[src/rtl/qif_neuron_scheduler.sv]
// Time-multiplexed QIF neuron scheduler: owns per-neuron V/I state, sequences one
// shared datapath update per neuron per tick, and emits spike events via ready/valid.
module qif_neuron_scheduler #(
    parameter int N = 4,
    parameter int W = 8,
    localparam int AW = (N > 1) ? $clog2(N) : 1
) (
    input  logic          clk,
    input  logic          rst,
    input  logic          tick,
    input  logic          cfg_we,
    input  logic [1:0]    cfg_sel,
    input  logic [AW-1:0] cfg_addr,
    input  logic [W-1:0]  cfg_data,
    output logic          dp_start,
    output logic [W-1:0]  dp_v,
    output logic [W-1:0]  dp_i,
    input  logic          dp_done,
    input  logic [W-1:0]  dp_v_next,
    output logic          spike_valid,
    output logic [AW-1:0] spike_id,
    input  logic          spike_ready,
    output logic          busy,
    output logic          round_done,
    output logic          overrun
);

    typedef enum logic [2:0] {IDLE, ISSUE, WAIT, SPIKE, DONE} state_t;

    state_t        state, state_next;
    logic [AW-1:0] idx, idx_next;
    logic [W-1:0]  v_mem [N];
    logic [W-1:0]  i_mem [N];
    logic [W-1:0]  v_th, v_reset;
    logic [W-1:0]  op_v, op_i;
    logic          last, fire, wb_en;
    logic [W-1:0]  wb_val;

    assign last     = (idx == AW'(N - 1));
    assign fire     = $signed(dp_v_next) >= $signed(v_th);
    assign busy     = (state != IDLE);
    assign spike_id = spike_valid ? idx : '0;

    always_comb begin
        state_next  = state;
        idx_next    = idx;
        wb_en       = 1'b0;
        wb_val      = dp_v_next;
        dp_start    = 1'b0;
        dp_v        = '0;
        dp_i        = '0;
        spike_valid = 1'b0;
        round_done  = 1'b0;
        case (state)
            IDLE: begin
                if (tick) begin
                    state_next = ISSUE;
                    idx_next   = '0;
                end
            end
            ISSUE: begin
                // Operands come straight from state here and from the latched copy in WAIT,
                // so an I write during WAIT cannot disturb the in-flight request.
                dp_start   = 1'b1;
                dp_v       = v_mem[idx];
                dp_i       = i_mem[idx];
                state_next = WAIT;
            end
            WAIT: begin
                dp_v = op_v;
                dp_i = op_i;
                if (dp_done) begin
                    wb_en = 1'b1;
                    if (fire) begin
                        wb_val     = v_reset;
                        state_next = SPIKE;
                    end else if (last) begin
                        state_next = DONE;
                    end else begin
                        idx_next   = idx + AW'(1);
                        state_next = ISSUE;
                    end
                end
            end
            SPIKE: begin
                spike_valid = 1'b1;
                if (spike_ready) begin
                    if (last) begin
                        state_next = DONE;
                    end else begin
                        idx_next   = idx + AW'(1);
                        state_next = ISSUE;
                    end
                end
            end
            DONE: begin
                round_done = 1'b1;
                state_next = IDLE;
            end
            default: state_next = IDLE;
        endcase
    end

    always_ff @(posedge clk or posedge rst) begin
        if (rst) begin
            state   <= IDLE;
            idx     <= '0;
            overrun <= 1'b0;
            op_v    <= '0;
            op_i    <= '0;
        end else begin
            state <= state_next;
            idx   <= idx_next;
            if (tick && busy) overrun <= 1'b1;
            if (state == ISSUE) begin
                op_v <= v_mem[idx];
                op_i <= i_mem[idx];
            end
        end
    end

    always_ff @(posedge clk or posedge rst) begin
        if (rst) begin
            for (int unsigned k = 0; k < N; k++) begin
                v_mem[k] <= '0;
                i_mem[k] <= '0;
            end
            v_th    <= W'(64);
            v_reset <= W'(-32);
        end else begin
            if (cfg_we && cfg_sel == 2'd0) i_mem[cfg_addr] <= cfg_data;
            // V writes and datapath writeback never collide: the former is IDLE-only.
            if (cfg_we && cfg_sel == 2'd1 && state == IDLE) v_mem[cfg_addr] <= cfg_data;
            if (wb_en) v_mem[idx] <= wb_val;
            if (cfg_we && cfg_sel == 2'd2) v_th <= cfg_data;
            if (cfg_we && cfg_sel == 2'd3) v_reset <= cfg_data;
        end
    end

endmodule

[config.mk]
export PLATFORM = sky130hd
export DESIGN_NAME = qif_neuron_scheduler
export DESIGN_NICKNAME = d
export VERILOG_FILES = /design/src/rtl/qif_neuron_scheduler.sv
export SDC_FILE = /design/constraint.sdc
export NUM_CORES = 1
export LEC_CHECK = 0
export CAP_MARGIN = 25
export CORE_MARGIN = 3
export CORE_UTILIZATION = 40
export DETAILED_ROUTE_END_ITERATION = 8
export GPL_ROUTABILITY_DRIVEN = 0
export PLACE_DENSITY = 0.56
export SYNTH_ARGS = -nofsm -noshare
export SYNTH_HDL_FRONTEND = slang
export SYNTH_SLANG_ARGS = --single-unit
[constraint.sdc]
create_clock -name clk -period 5.1 [get_ports clk]
set_input_delay 1.02 -clock clk [delete_from_list [all_inputs] [get_ports clk]]
set_output_delay 1.02 -clock clk [all_outputs]
set_load 0.05 [all_outputs]
==> results of run 1 <==
==> metal layers <==
metal  share of wire  up-vias  track usage
met2            0.45       80       0.2724
li1                -     1658            -
met5               0        -            0
met3           0.048       11      0.03668
met4           0.012        0      0.04902
met1            0.49     1758       0.2735
==> cell type report <==
class,instances,area [sq um]
clock buffers,13,270.3
clock inverters,3,17.52
fillers,1175,6643
inverters,14,55.05
multi-input cells,298,2580
flip-flops and latches,102,2557
well taps,172,215.2
repair buffers,53,538.0
==> worst max path at each step <==
stage,to,slack (ps),depth (start not counted)
after floorplan,i_mem[0],1410,1
after global placement,v_mem[27],1380,7
after detailed placement,v_mem[27],1350,7
after CTS,dp_i[6],990,5
after global routing,dp_v[1],760,5
final,dp_i[6],1040,5
==> power by group through the flow <==
| stage | Clock, mW | Combinational [mW] | Sequential, mW |
|---|---|---|---|
| 3_3_place_gp | 0 | 1.64 | 1.29 |
| 6_report | 0.664 | 1.65 | 1.29 |
| 3_5_place_dp | 0 | 1.66 | 1.30 |
| 5_1_grt | 0.712 | 1.81 | 1.33 |
| 4_1_cts | 0.688 | 1.66 | 1.28 |
| 2_1_floorplan | 0 | 1.33 | 1.20 |
==> sequential cells by signal, indices dropped and copies added (netlist names) <==
name     count
i_mem       32
idx          2
op_i         8
op_v         8
overrun      1
state        3
v_mem       32
v_reset      8
v_th         8
==> stage by stage <==
step | setup slack [ps] | util | hold slack [ps] | instances | total power, mW
2_1_floorplan | 1411 | - | 450.3 | 446 | 2.531
3_3_place_gp | 1383 | 0.4596 | 442.8 | 638 | 2.923
3_5_place_dp | 1349 | 0.4596 | 446.5 | 638 | 2.956
4_1_cts | 990.1 | 0.4820 | 461.2 | 654 | 3.636
5_1_grt | 764.5 | 0.4841 | 491.8 | 655 | 3.850
6_report | 1037 | 0.4841 | 454.2 | 655 | 3.602
==> synthesized netlist by cell type (2+ instances only) <==
library cell  count
dfrtp_1          98
mux2_2           72
a21o_1           33
nor2b_1          31
a21oi_1          27
nor2_1           26
mux4_2           16
inv_1            14
nand2_1          14
ha_1             12
buf_2            11
mux2i_1          10
a211oi_1          9
o21ai_1           8
buf_1             7
and3_1            6
clkbuf_1          5
and2_1            4
buf_6             4
dfstp_2           4
nand3_1           4
nand4_2           3
buf_4             2
clkbuf_2          2
nand3b_1          2
nor3b_1           2
==> logic make-up (layout without fill, tap and decap cells) <==
family / Yosys count / count (layout) / share of synthesized area
muxes: 98 / 98 / 0.2368
AOI/OAI and AO/OA: 88 / 88 / 0.1110
and+or+nand+nor: 100 / 100 / 0.1049
buffers and inverters: 46 / 83 / 0.04289
DFF: 102 / 102 / 0.4765
adders and majority gates: 12 / 12 / 0.02797
==> critical path: stages (launching register included) <==
cell and delay, ps:
dfrtp_1 630, nor2b_1 230, nand2b_1 520, nor2b_1 390, a21o_1 120, clkdlybuf4s50_1 790
==> metrics.md, run 1 <==
| Metric | Value |
|---|---|
| Outcome | `finished, final reports clean` |
| Clk buf depth | `2` |
| RSZ-0062 raised after global routing | `no` |
| Worst-path clk slew | `60 ps` |
| PortBufs | `48` |
| CP required | `4080 ps` |
| Worst hold stages | `1` |
| Max Cap Violations | `0` |
| Final-report setup violation count | `0` |
| Relative slew slack | `0.3486` |
| Initial DRC Count | `255` |
| CP max FO | `28` |
| Clk root buf | `clkbuf_16` |
| Site row count | `41` |
| Synth unique cells | `46` |
| Pwr per Cell Area | `577.9 nW/um^2` |
| Top cell type's share of synthesized area | `0.4569` |
| Gr ovfl total | `0` |
| Yosys warns | `0` |
| DRC viols | `0` |
| Post-route setup TNS | `0 ps` |
| CTS tree | `built` |
| P_sw | `1.373 mW` |
| CP startpoint | `state[0]` |
| IO Count | `49` |
| CP endpoint kind | `output port` |
| H-tree levels | `3` |
| Gate power share | `0.459` |
| Placed cell area | `5918 sq um` |
| Synthesized netlist cell count | `446` |
| Routed len/inst | `18.92 microns` |
| Share of power burned in registers | `0.357` |
| Initial Util | `0.4169` |
| WL final | `12.39 mm` |
| Core footprint | `12880 sq um` |
| Period utilization | `0.7967` |
| Mapped cell area | `5368 sq um` |
| Internal power | `2.229 mW` |
| Worst Max-Slew Pin Slew | `977.1 ps` |
| Max Slew Vio Count | `0` |
| Reg2reg setup slack | `2470 ps` |
| # diodes | `0` |
| Sw Share | `0.3811` |
| Finished Cell Area | `6233 sq um` |
| Total GRT Usage | `0.1829` |
| Clock share of power | `0.184` |
| CTS Buf Count | `9` |
| Via count | `3507` |
| Critical R2R Capture | `v_mem[27]` |
| Fin nets | `516` |
| Share of layout cells above drive strength 1 | `0.2547` |
| Die Span X | `121.8 microns` |
| Clock tree sinks | `102` |
| Commonest non-fill, non-tap cell in the layout | `dfrtp_1` |
| Endpoint, Worst Hold | `overrun` |
| Most frequent cells in the layout | `dfrtp_1, mux2_2, clkdlybuf4s50_1` |
| Skew-Pair Late Insertion Delay | `350 ps` |
| Full die area | `14850 sq um` |
| Net Count, Synth | `484` |
| First-pass DRT Iterations | `4` |
| Worst Path Class, Setup | `flop to output port` |
| Remaining antenna violation count | `0` |
| Worst reg2reg path depth | `7` |
| Number of synthesized flops with an enable pin | `0` |
| CP startpoint kind | `flop` |
| Number of global-route vias before repair | `3485` |
| Initial antenna violation count | `0` |
| Synth top area cells | `dfrtp_1, mux2_2, mux4_2` |
| Min-Delay Path Class | `flop to flop` |
| Minimum clock period | `4063 ps` |
| Synth Flop Type | `dfrtp_1` |
| Largest net degree at the start of global routing | `81` |
| Peak Freq | `246.1 MHz` |
| Seq cells post-synth | `102` |
| Leak pwr | `2.840 nW` |
| Mapped Avg Cell Area | `12.04 sq um` |
| Worst IR Drop VDD | `0.2396 mV` |
| Post-synthesis sequential area ratio | `0.4765` |
| Final hold vios | `0` |
| FF-to-FF Start | `v_th[6]` |
| Global-route wire length before repair | `20.30 mm` |
| Synth area leader | `dfrtp_1` |
| Setup repair bufs after CTS | `0` |
| Avg Vias per Cell | `5.354` |
| Vert. Die Dim | `121.8 microns` |
| Min-Delay Startpoint | `overrun` |
| Async S/R FF share, synth | `1.000` |
| Arrival time at the worst endpoint | `3040 ps` |
| Worst Clk Skew | `6.877 ps` |
| Area grow syn2layout | `16.13%` |
| Post-CTS Hold Buffers | `0` |
| Post-DP HPWL | `8.359 mm` |
| Post-CTS Resized | `0` |
Note: power is estimated with default switching activity, not from simulation.
==> run 2: changes to the inputs <==
==> constraint.sdc (replaced) <==
create_clock -name clk -period 3.85 [get_ports clk]
set_input_delay 0.77 -clock clk [delete_from_list [all_inputs] [get_ports clk]]
set_output_delay 0.77 -clock clk [all_outputs]
set_load 0.05 [all_outputs]
==> run 2 against run 1 <==
Against the previous run:
- setup slack got worse by 690 ps
- sequential cell count unchanged
- critical path type unchanged
- non-clock buffer count increased by 3
- wire length about the same
- die area unchanged
- critical endpoint is now dp_v[0]
==> metrics.md, run 2 (synthesis results as in run 1) <==
| Metric | Value |
|---|---|
| Outcome | `finished, final reports clean` |
| WL final | `12.39 mm (about the same)` |
| Period utilization | `0.9091` |
| CP most frequent cell | `nor2b_1` |
| Worst Path Class, Setup | `flop to output port` |
| Slowest library cell on the worst path | `clkdlybuf4s50_1` |
| First-pass DRT Iterations | `5 (+1)` |
| Largest regs | `i_mem (32), v_mem (32)` |
| Initial DRC Count | `251 (-1.6%)` |
| Clk root buf | `clkbuf_16` |
| Gr ovfl total | `0 (unchanged)` |
| CP endpoint kind | `output port` |
| CP required | `3080 ps (-1000 ps)` |
| Global-route wire length before repair | `19.84 mm (-2.2%)` |
| Site row count | `41 (unchanged)` |
| PnR worst setup slack | `349.9 ps (-687.2 ps)` |
| Critical path buffers and inverters | `1 (unchanged)` |
| Peak Freq | `285.7 MHz` |
| Avg Vias per Cell | `5.377 (+0.42%)` |
| Post-CTS Resized | `0 (unchanged)` |
| Endpoint, Worst Hold | `overrun` |
| Final hold vios | `0 (unchanged)` |
| # diodes | `0 (unchanged)` |
| Min-Delay Path Class | `flop to flop` |
| FF-to-FF Start | `v_th[2]` |
| Worst Max-Slew Pin Slew | `736.8 ps (-240.2 ps)` |
| Share of layout cells above drive strength 1 | `0.2593 (+0.004601)` |
| Final-report setup violation count | `0 (unchanged)` |
| Total GRT Usage | `0.1774 (-0.005547)` |
| Commonest non-fill, non-tap cell in the layout | `dfrtp_1` |
| Worst Clk Skew | `8.704 ps (+1.827 ps)` |
| Minimum clock period | `3500 ps` |
| Max Cap Violations | `0 (unchanged)` |
| CP startpoint | `state[1]` |
| IO Count | `49 (unchanged)` |
| Routed len/inst | `18.83 microns (-0.51%)` |
| Initial antenna violation count | `0 (unchanged)` |
| Clock tree sinks | `102 (unchanged)` |
| Remaining antenna violation count | `0 (unchanged)` |
| Leak pwr | `2.861 nW (+0.74%)` |
| Arrival time at the worst endpoint | `2730 ps (-310 ps)` |
| Worst reg2reg path depth | `8 (+1)` |
| CP max FO | `21 (-25%)` |
| Top delay family on crit path | `simple AND/OR/NAND/NOR gates` |
| Most frequent cells in the layout | `dfrtp_1, mux2_2, clkdlybuf4s50_1` |
| Max Slew Vio Count | `0 (unchanged)` |
| Via count | `3538 (+0.88%)` |
| Pwr per Cell Area | `779.8 nW/um^2 (+35%)` |
| Worst hold stages | `1 (unchanged)` |
| Reg2reg setup slack | `1500 ps (-970 ps)` |
| Full die area | `14850 sq um (unchanged)` |
| H-tree levels | `3 (unchanged)` |
| Critical R2R Capture | `v_mem[28]` |
| Number of global-route vias before repair | `3527 (+1.2%)` |
| Worst-path clk slew | `70 ps (about the same)` |
| Pre-CTS setup slack | `619.8 ps (-729.0 ps)` |
| Skew-Pair Late Insertion Delay | `350 ps (about the same)` |
| PortBufs | `48 (unchanged)` |
| Post-DP HPWL | `8.577 mm (+2.6%)` |
| Setup repair bufs after CTS | `0 (unchanged)` |
| CTS Buf Count | `9 (unchanged)` |
| CP startpoint kind | `flop` |
| Worst IR Drop VDD | `0.3169 mV (+32%)` |
| Relative slew slack | `0.5088 (+0.1602)` |
| Area grow syn2layout | `16.85%` |
| Clk buf depth | `2 (unchanged)` |
| Post-CTS Hold Buffers | `0 (unchanged)` |
| Min-Delay Startpoint | `overrun` |
| Crit-path max cell delay | `800 ps (about the same)` |
| Fin nets | `519 (+0.58%)` |
| RSZ-0062 raised after global routing | `no` |
| Critical path cell sequence | `nor2b_1 > nand2b_1 > nor2b_1 > a21o_1 > clkdlybuf4s50_1` |
| Largest net degree at the start of global routing | `52 (-36%)` |
| Post-route setup TNS | `0 ps (unchanged)` |
| CTS tree | `built` |
| DRC viols | `0 (unchanged)` |
| Die Span X | `121.8 microns (unchanged)` |
| Vert. Die Dim | `121.8 microns (unchanged)` |
| Initial Util | `0.4169 (unchanged)` |
| Core footprint | `12880 sq um (unchanged)` |
-- run 2: how the worst max path moves through the flow --
stage	to	slack (ps)	cells after the start
final	dp_v[0]	350	5
after global routing	dp_v[6]	100	5
after CTS	dp_v[0]	310	5
after detailed placement	v_mem[28]	620	8
after global placement	dp_v[4]	710	5
after floorplan	i_mem[0]	410	1
-- run 2: stage by stage --
| stage | instance area [sq um] | power (mW) | cells | util | hold slack (ps) |
|---|---|---|---|---|---|
| floorplan | 5368 | 3.352 | 446 | - | 450.3 |
| global placement | 5948 | 3.885 | 642 | 0.4620 | 439.8 |
| detailed placement | 5948 | 3.927 | 642 | 0.4620 | 446.9 |
| CTS | 6272 | 4.940 | 658 | 0.4871 | 462.0 |
| global route | 6272 | 5.203 | 658 | 0.4871 | 469.7 |
| finish | 6272 | 4.891 | 658 | 0.4871 | 459.9 |
-- run 2: final cells by class --
type / count / area (sq um)
clock buffers: 11 / 242.7
clock inverters: 5 / 81.33
fillers: 1186 / 6604
inverters: 14 / 55.05
multi-input cells: 298 / 2580
flip-flops and latches: 102 / 2557
well taps: 172 / 215.2
repair buffers: 56 / 540.5
-- run 2: metal layers --
| layer | GRT usage | routed length, microns | vias to the layer above |
|---|---|---|---|
| li1 | - | - | 1669 |
| met1 | 0.2502 | 5882 | 1786 |
| met2 | 0.2766 | 5758 | 75 |
| met3 | 0.04410 | 604 | 8 |
| met4 | 0.04412 | 141 | 0 |
| met5 | 0 | 0 | - |
-- run 2: power by group --
group | internal [mW] | leakage [nW] | switching (mW) | total [mW]
clock | 0.589 | 0.156 | 0.404 | 0.993
combinational | 1.02 | 1.47 | 1.24 | 2.26
sequential | 1.45 | 1.23 | 0.186 | 1.64
